**config.mk**
```make
export PLATFORM = sky130hd
export DESIGN_NAME = nibble_serial_add_ctrl
export DESIGN_NICKNAME = d
export VERILOG_FILES = /design/src/rtl/nsa_pkg.sv /design/src/rtl/ripple_4bit.sv /design/src/rtl/nibble_serial_add_ctrl.sv
export SDC_FILE = /design/constraint.sdc
export NUM_CORES = 1
export LEC_CHECK = 0
export ABC_AREA = 1
export CAP_MARGIN = 0
export CORE_MARGIN = 2
export CORE_UTILIZATION = 55
export CTS_CLUSTER_DIAMETER = 200
export DETAILED_ROUTE_END_ITERATION = 12
export GPL_ROUTABILITY_DRIVEN = 0
export PLACE_DENSITY = 0.85
export SYNTH_ARGS = -nofsm -noshare
export SYNTH_HDL_FRONTEND = slang
export SYNTH_SLANG_ARGS = --single-unit
```
**constraint.sdc**
```tcl
create_clock -name clk -period 4.5 [get_ports clk]
set_input_delay 1.125 -clock clk [delete_from_list [all_inputs] [get_ports clk]]
set_output_delay 1.125 -clock clk [all_outputs]
set_load 0.05 [all_outputs]
```
**src/rtl/nsa_pkg.sv**
```systemverilog
// nibble_serial_add_ctrl shared types and constants.
// Optional subtract support is enabled with NSA_SUB_EN.
package nsa_pkg;

  localparam int NSA_NIB_W       = 4;
  localparam int NSA_MAX_NIBBLES = 16;

  typedef enum logic [1:0] {
    IDLE = 2'd0,
    RUN  = 2'd1,
    DONE = 2'd2
  } nsa_state_e;

endpackage

```
**src/rtl/ripple_4bit.sv**
```systemverilog
// Existing 4-bit ripple-carry adder shared by the nibble sequencer.
// Port order is fixed as (cout, s, a, b, cin).
module ripple_4bit (
  output logic       cout,
  output logic [3:0] s,
  input  logic [3:0] a,
  input  logic [3:0] b,
  input  logic       cin
);

  logic cy;

  always_comb begin
    cy = cin;
    s  = '0;
    for (int i = 0; i < 4; i++) begin
      s[i] = a[i] ^ b[i] ^ cy;
      cy   = (a[i] & b[i]) | (cy & (a[i] ^ b[i]));
    end
    cout = cy;
  end

endmodule

```
**src/rtl/nibble_serial_add_ctrl.sv**
```systemverilog
// Wide adder sequenced one nibble per clock over a single ripple_4bit.
// Define NSA_SUB_EN to add the sub port (a - b via ~b + 1).
module nibble_serial_add_ctrl
  import nsa_pkg::*;
#(
  parameter int NIBBLES = 4
) (
  input  logic                         clk,
  input  logic                         rst_n,
  input  logic                         start_valid,
  output logic                         start_ready,
  input  logic [NSA_NIB_W*NIBBLES-1:0] a,
  input  logic [NSA_NIB_W*NIBBLES-1:0] b,
  input  logic                         cin,
`ifdef NSA_SUB_EN
  input  logic                         sub,
`endif
  output logic                         res_valid,
  input  logic                         res_ready,
  output logic [NSA_NIB_W*NIBBLES-1:0] sum,
  output logic                         cout
);

  localparam int W  = NSA_NIB_W * NIBBLES;
  localparam int IW = (NIBBLES > 1) ? $clog2(NIBBLES) : 1;

  nsa_state_e state;

  logic [NIBBLES-1:0][NSA_NIB_W-1:0] a_q;
  logic [NIBBLES-1:0][NSA_NIB_W-1:0] b_q;
  logic [NIBBLES-1:0][NSA_NIB_W-1:0] sum_q;

  logic [IW-1:0] idx;
  logic          carry_q;

  logic [W-1:0]           b_in;
  logic                   c_in;
  logic [NSA_NIB_W-1:0]   nib_a;
  logic [NSA_NIB_W-1:0]   nib_b;
  logic [NSA_NIB_W-1:0]   nib_s;
  logic                   nib_co;

`ifdef NSA_SUB_EN
  // Two's complement subtract: invert b, force carry-in to 1.
  always_comb begin
    b_in = sub ? ~b : b;
    c_in = sub ? 1'b1 : cin;
  end
`else
  always_comb begin
    b_in = b;
    c_in = cin;
  end
`endif

  always_comb begin
    nib_a = '0;
    nib_b = '0;
    for (int i = 0; i < NIBBLES; i++) begin
      if (idx == IW'(i)) begin
        nib_a = a_q[i];
        nib_b = b_q[i];
      end
    end
  end

  ripple_4bit u_add (
    .cout (nib_co),
    .s    (nib_s),
    .a    (nib_a),
    .b    (nib_b),
    .cin  (carry_q)
  );

  always_ff @(posedge clk or negedge rst_n) begin
    if (!rst_n) begin
      state       <= IDLE;
      start_ready <= 1'b1;
      res_valid   <= 1'b0;
      cout        <= 1'b0;
      a_q         <= '0;
      b_q         <= '0;
      sum_q       <= '0;
      idx         <= '0;
      carry_q     <= 1'b0;
    end else begin
      unique case (state)
        IDLE: begin
          if (start_valid) begin
            a_q         <= a;
            b_q         <= b_in;
            carry_q     <= c_in;
            idx         <= '0;
            sum_q       <= '0;
            cout        <= 1'b0;
            start_ready <= 1'b0;
            state       <= RUN;
          end
        end
        RUN: begin
          for (int i = 0; i < NIBBLES; i++) begin
            if (idx == IW'(i)) sum_q[i] <= nib_s;
          end
          carry_q <= nib_co;
          idx     <= idx + 1'b1;
          if (idx == IW'(NIBBLES - 1)) begin
            cout      <= nib_co;
            res_valid <= 1'b1;
            state     <= DONE;
          end
        end
        DONE: begin
          if (res_ready) begin
            res_valid   <= 1'b0;
            start_ready <= 1'b1;
            state       <= IDLE;
          end
        end
        default: begin
          res_valid   <= 1'b0;
          start_ready <= 1'b1;
          state       <= IDLE;
        end
      endcase
    end
  end

  assign sum = sum_q;

endmodule

```
==> impl_metrics.tcl, run 1 <==
set metrics [dict create \
    cts_max_path_buffers 2 \
    final_common_cell "nand2_1" \
    worst-path-max-fanout 10 \
    yosys_warnings 0 \
    peakVddDrop_v 0.000320 \
    drive_above_1_share_pct 5.40 \
    fin_crit_sh_pct 72.4 \
    skew_ns 0.00651 \
    cts_made_buffers 5 \
    regArea_sq_mm 0.00140 \
    crit_start "idx[1]" \
    syn_nets 383 \
    drv_slew 0 \
    wire_per_inst_microns 12.8 \
    cts_setup_buffers 0 \
    leakage_uw 0.00174 \
    fmax_mhz 307 \
    cts.sinks 56 \
    synth_area_sq_mm 0.00270 \
    grt_pass1_wl_microns 9800 \
    met3WireLength_microns 329 \
    routed_wl_microns 5830 \
    start_util_pct 57.2 \
    antenna_found_initial 0 \
    wirelength_met1_microns 2490 \
    multi_input_area_sq_mm 0.00112 \
    route.detailed.drc 0 \
    status "finished clean" \
    start_kind "flip-flop" \
    cts-root-buf "clkbuf_8" \
    via_count 2289 \
    ys_seq_area_share_pct 51.9 \
    wl_met2_microns 2820 \
    first_global_vias 2166 \
    hold_viol_final 0 \
    power.density_mw_per_mm2 772 \
    r2r_slack_ns 1.24 \
    core_area_sq_mm 0.00472 \
    clock_latency_ns 0.31 \
    tightest_slew_ns 0.864 \
    nets 435 \
    io_buffer_count 55 \
    syn_to_final_growth_pct 23.9 \
    synth_cell_types 21 \
    postSynthAreaPerCell_sq_um 7.99 \
    antenna_left 0 \
    cp.arrival_ns 3.46 \
    finalSetupViolations 0 \
    crit_path_end_kind "flip-flop" \
    maxCapViolCount 0 \
    grt_overflow 0 \
    rsz0062_at_grt "no" \
    min_period_ns 3.26 \
    ios 56 \
    routed.top_layer "met4" \
    drt_iter0_drc 175 \
    nFillCells 384 \
    die_w_microns 74.1 \
    grt_usage_pct 23.7 \
    path_class "reg2reg" \
    die_area_sq_mm 0.00549 \
    final_cell_mix "nand2_1, dfrtp_1, clkdlybuf4s50_1" \
    cp.required_ns 4.70 \
    yosys_register_bits 56 \
    cts-resized-gates 0 \
    clk_pin_slew_worst_paths_ns 0.09 \
    rows 25 \
    p_total_uw 2580 \
    htree_levels 2 \
    antenna_cells 0 \
    r2r_cells 16 \
    crit_path_end "sum[3]" \
    vias_per_cell 5.02 \
    first_pass_iters 4 \
    fp.dieH_microns 74.1 \
    cts_tree "built" \
    postCtsHoldBufs 0 \
    syn_inst 338 \
    grt_max_degree 41 \
    rr_startpoint "idx[1]" \
    hp-class "reg2reg" \
    dp_hpwl_microns 4280 \
    final.setup.tns_ns 0 \
    relSlewSlack_pct 42.4 \
    r2r-end "sum[3]" \
]
==> layer usage <==
layer | up-vias | global-route usage, %
li1 | 1135 | -
met1 | 1045 | 30.6
met2 | 89 | 39.5
met3 | 20 | 5.01
met4 | 0 | 9.09
met5 | - | 0
==> kinds of logic (layout without fill, tap and decap cells) <==
| logic type | Yosys count | after routing | synth area share, % |
|---|---|---|---|
| buffers and inverters | 33 | 84 | 6.58 |
| AND/OR/NAND/NOR | 212 | 212 | 30.7 |
| adder cells (fa/ha/maj) | 8 | 8 | 4.82 |
| AO/OA/AOI/OAI | 29 | 29 | 5.98 |
| flip-flops | 56 | 56 | 51.9 |
==> per-stage QoR <==
step,worst slack (ns),std cells,hold slack (ns),utilization [%],cell area [sq um]
floorplan,1.60,338,0.441,-,2700
global placement,1.42,450,0.458,68.7,3250
detailed placement,1.28,450,0.463,68.7,3250
CTS,1.27,456,0.486,70.8,3350
global route,0.992,456,0.506,70.8,3350
finish,1.24,456,0.485,70.8,3350
==> power by group <==
part           switching, uW  internal [uW]
registers                148            727
clock network            149            160
logic                    932            466
total                   1230           1350
==> registers in the layout (all words and copies together) (netlist names) <==
signal and flops:
b_q 16, res_valid 1, cout 1, a_q 16
carry_q 1, sum 16, state 2, idx 2
start_ready 1
==> Yosys cell counts, drive strengths merged <==
library cell	n	area share, %
fa	4	3.0
dfrtp	55	51
buf	11	3.5
nand3	11	2.0
inv	21	2.9
nor2	18	2.8
o21ai	12	2.6
clkbuf	1	0.14
nand2	180	25
or2	3	0.69
dfstp	1	0.97
a21boi	1	0.28
a21oi	15	2.8
o31ai	1	0.28
ha	4	1.9
==> critical path: stages, from the launching register on <==
cell	delay [ns]
dfrtp_1	0.43
inv_1	0.10
ha_1	0.34
inv_1	0.21
nand2_1	0.11
nand3_1	0.07
a21oi_1	0.17
fa_1	0.19
inv_1	0.05
fa_1	0.37
fa_1	0.36
inv_1	0.08
fa_1	0.40
inv_1	0.06
nor2_1	0.07
nand2_1	0.09
nand2_1	0.05
==> final cells by class <==
class	count	share of cell area, %
Tap cell	67	2.51
Sequential cell	56	41.9
Clock buffer	5	2.06
Timing Repair Buffer	57	16.8
Inverter	21	2.36
Clock inverter	1	0.898
Multi-Input combinational cell	249	33.5
==> worst min path at each step <==
| stage | from | endpoint | depth (start not counted) |
|---|---|---|---|
| global placement | b_q[14] | b_q[14] | 2 |
| global route | b_q[12] | b_q[12] | 2 |
| CTS | b_q[13] | b_q[13] | 2 |
| finish | sum[9] | sum[9] | 2 |
| floorplan | a_q[14] | a_q[14] | 2 |
| detailed placement | b_q[13] | b_q[13] | 2 |
(Power assumes the default switching activity.)
==> run 2, diff against run 1 <==
- CORE_UTILIZATION: 55 -> 51
- PLACE_DENSITY: 0.85 -> 0.8
- clock period: 4.5 -> 3.15 ns (I/O delays scaled with it)
==> impl_metrics.tcl, run 2 (synthesized netlist as in run 1, its figures left out) <==
set metrics [dict create \
    fin_crit_sh_pct 95.6 \
    cp.arrival_ns 3.23 \
    clock_latency_ns 0.31 \
    final_common_cell "nand2_1" \
    grt_overflow 0 \
    cts_tree "built" \
    core_area_sq_mm 0.00511 \
    cts_made_buffers 5 \
    start_util_pct 52.9 \
    first_global_vias 2400 \
    routed_wl_microns 6250 \
    final_cell_mix "nand2_1, clkdlybuf4s50_1, dfrtp_1" \
    finalSetupViolations 0 \
    final_cells 469 \
    r2r_slack_ns 0.14 \
    hold_viol_final 0 \
    vias_per_cell 5.08 \
    dp.cells 458 \
    r2r-end "sum[7]" \
    cp_cell_sequence "inv_4, ha_4, inv_1, nor2_2, nand2_1, nand2_1, nand2_1, nand2_2, fa_2, inv_1, fa_2, fa_2, inv_2, fa_1, inv_1, nor2_2, nand2_1, nand2_1" \
    drt_iter0_drc 209 \
    path_class "reg2reg" \
    postCtsHoldBufs 0 \
    path_delay_family "adder cells" \
    cp_common_cell "nand2_1" \
    dpl_cell_area_sq_mm 0.00329 \
    power.density_mw_per_mm2 1140 \
    drive_above_1_share_pct 12.0 \
    hold_slack_ns 0.459 \
    fin_area_sq_mm 0.00350 \
    antenna_left 0 \
    antenna_cells 0 \
    cts-root-buf "clkbuf_8" \
    drv_slew 0 \
    cp_slowest_cell "dfrtp_2" \
    rr_startpoint "idx[0]" \
    hp-class "in2async" \
    leakage_uw 0.00178 \
    skew_ns 0.00475 \
    dp_hpwl_microns 4480 \
    peakVddDrop_v 0.000463 \
    cp.required_ns 3.36 \
    worst-path-max-fanout 5 \
    fp.dieH_microns 76.8 \
    cts.sinks 56 \
    route.detailed.drc 0 \
    grt_usage_pct 22.7 \
    nets 443 \
    rows 26 \
    grt_pass1_wl_microns 10900 \
    via_count 2381 \
    r2r_cells 18 \
    status "finished clean" \
    crit_buf_inv 5 \
    die_area_sq_mm 0.00590 \
    htree_levels 2 \
    tightest_slew_ns 0.541 \
    crit_path_end_kind "flip-flop" \
    maxCapViolCount 0 \
    die_w_microns 76.8 \
    min_period_ns 3.01 \
    clk_pin_slew_worst_paths_ns 0.10 \
    start_kind "flip-flop" \
    ios 56 \
    io_buffer_count 55 \
    wire_per_inst_microns 13.3 \
    syn_to_final_growth_pct 29.7 \
    cpPeakStageDelay_ns 0.47 \
    relSlewSlack_pct 63.9 \
    antenna_found_initial 0 \
    first_pass_iters 5 \
    grt_max_degree 39 \
    nFillCells 430 \
    cts_max_path_buffers 2 \
    fmax_mhz 332 \
]
run 2: power breakdown:
part,switching [uW],internal [uW],total [uW]
clock,229,281,509
sequential,218,1040,1260
combinational,1430,799,2230
total,1880,2120,4000
run 2: routing by layer:
layer / global-route usage, % / up-vias / share of wire, % / wire length [microns]
li1: - / 1154 / - / -
met1: 29.2 / 1093 / 42 / 2640
met2: 38.6 / 112 / 49 / 3060
met3: 4.59 / 22 / 6.2 / 389
met4: 7.45 / 0 / 2.5 / 155
met5: 0 / - / 0 / 0
run 2: layout make-up:
class	count	area [sq um]	area share, %
inverters	21	83.8	2.39
clock inverters	1	30.0	0.857
repair buffers	65	621	17.7
flip-flops and latches	56	1410	40.1
multi-input cells	249	1180	33.7
well taps	70	87.6	2.50
clock buffers	7	96.3	2.75
run 2: worst max-delay path by stage:
| stage | startpoint | endpoint | slack (ns) | cells past startpoint |
|---|---|---|---|---|
| 2_1_floorplan | idx[1] | sum[15] | 0.25 | 17 |
| 3_3_place_gp | idx[1] | sum[15] | 0.19 | 16 |
| 3_5_place_dp | idx[1] | sum[7] | 0.05 | 16 |
| 4_1_cts | idx[1] | sum[7] | 0.03 | 16 |
| 5_1_grt | idx[0] | sum[3] | -0.06 | 18 |
| 6_report | idx[0] | sum[7] | 0.14 | 18 |
run 2: through the flow:
step | worst slack, ns | power (uW) | TNS, ns | utilization (%)
5_1_grt | -0.0565 | 4370 | -0.145 | 68.6
6_report | 0.138 | 4000 | 0 | 68.6
3_3_place_gp | 0.194 | 3220 | 0 | 64.4
2_1_floorplan | 0.253 | 2720 | 0 | -
3_5_place_dp | 0.0543 | 3300 | 0 | 64.4
4_1_cts | 0.0321 | 3810 | 0 | 66.9
run 2: worst register-to-register path, stage by stage (launching register included):
cell and delay (ns):
dfrtp_2 0.47, inv_4 0.10, ha_4 0.16, inv_1 0.09, nor2_2 0.14, nand2_1 0.06
nand2_1 0.06, nand2_1 0.06, nand2_2 0.07, fa_2 0.18, inv_1 0.05, fa_2 0.35
fa_2 0.39, inv_2 0.07, fa_1 0.41, inv_1 0.08, nor2_2 0.05, nand2_1 0.08
nand2_1 0.05
run 2: repair_timing:
item / in CTS / in global routing
resized for setup: 0 / 22
setup buffers: 0 / 3
endpoints found under the setup margin: 0 / 6
endpoints found under the hold margin: 0 / 0
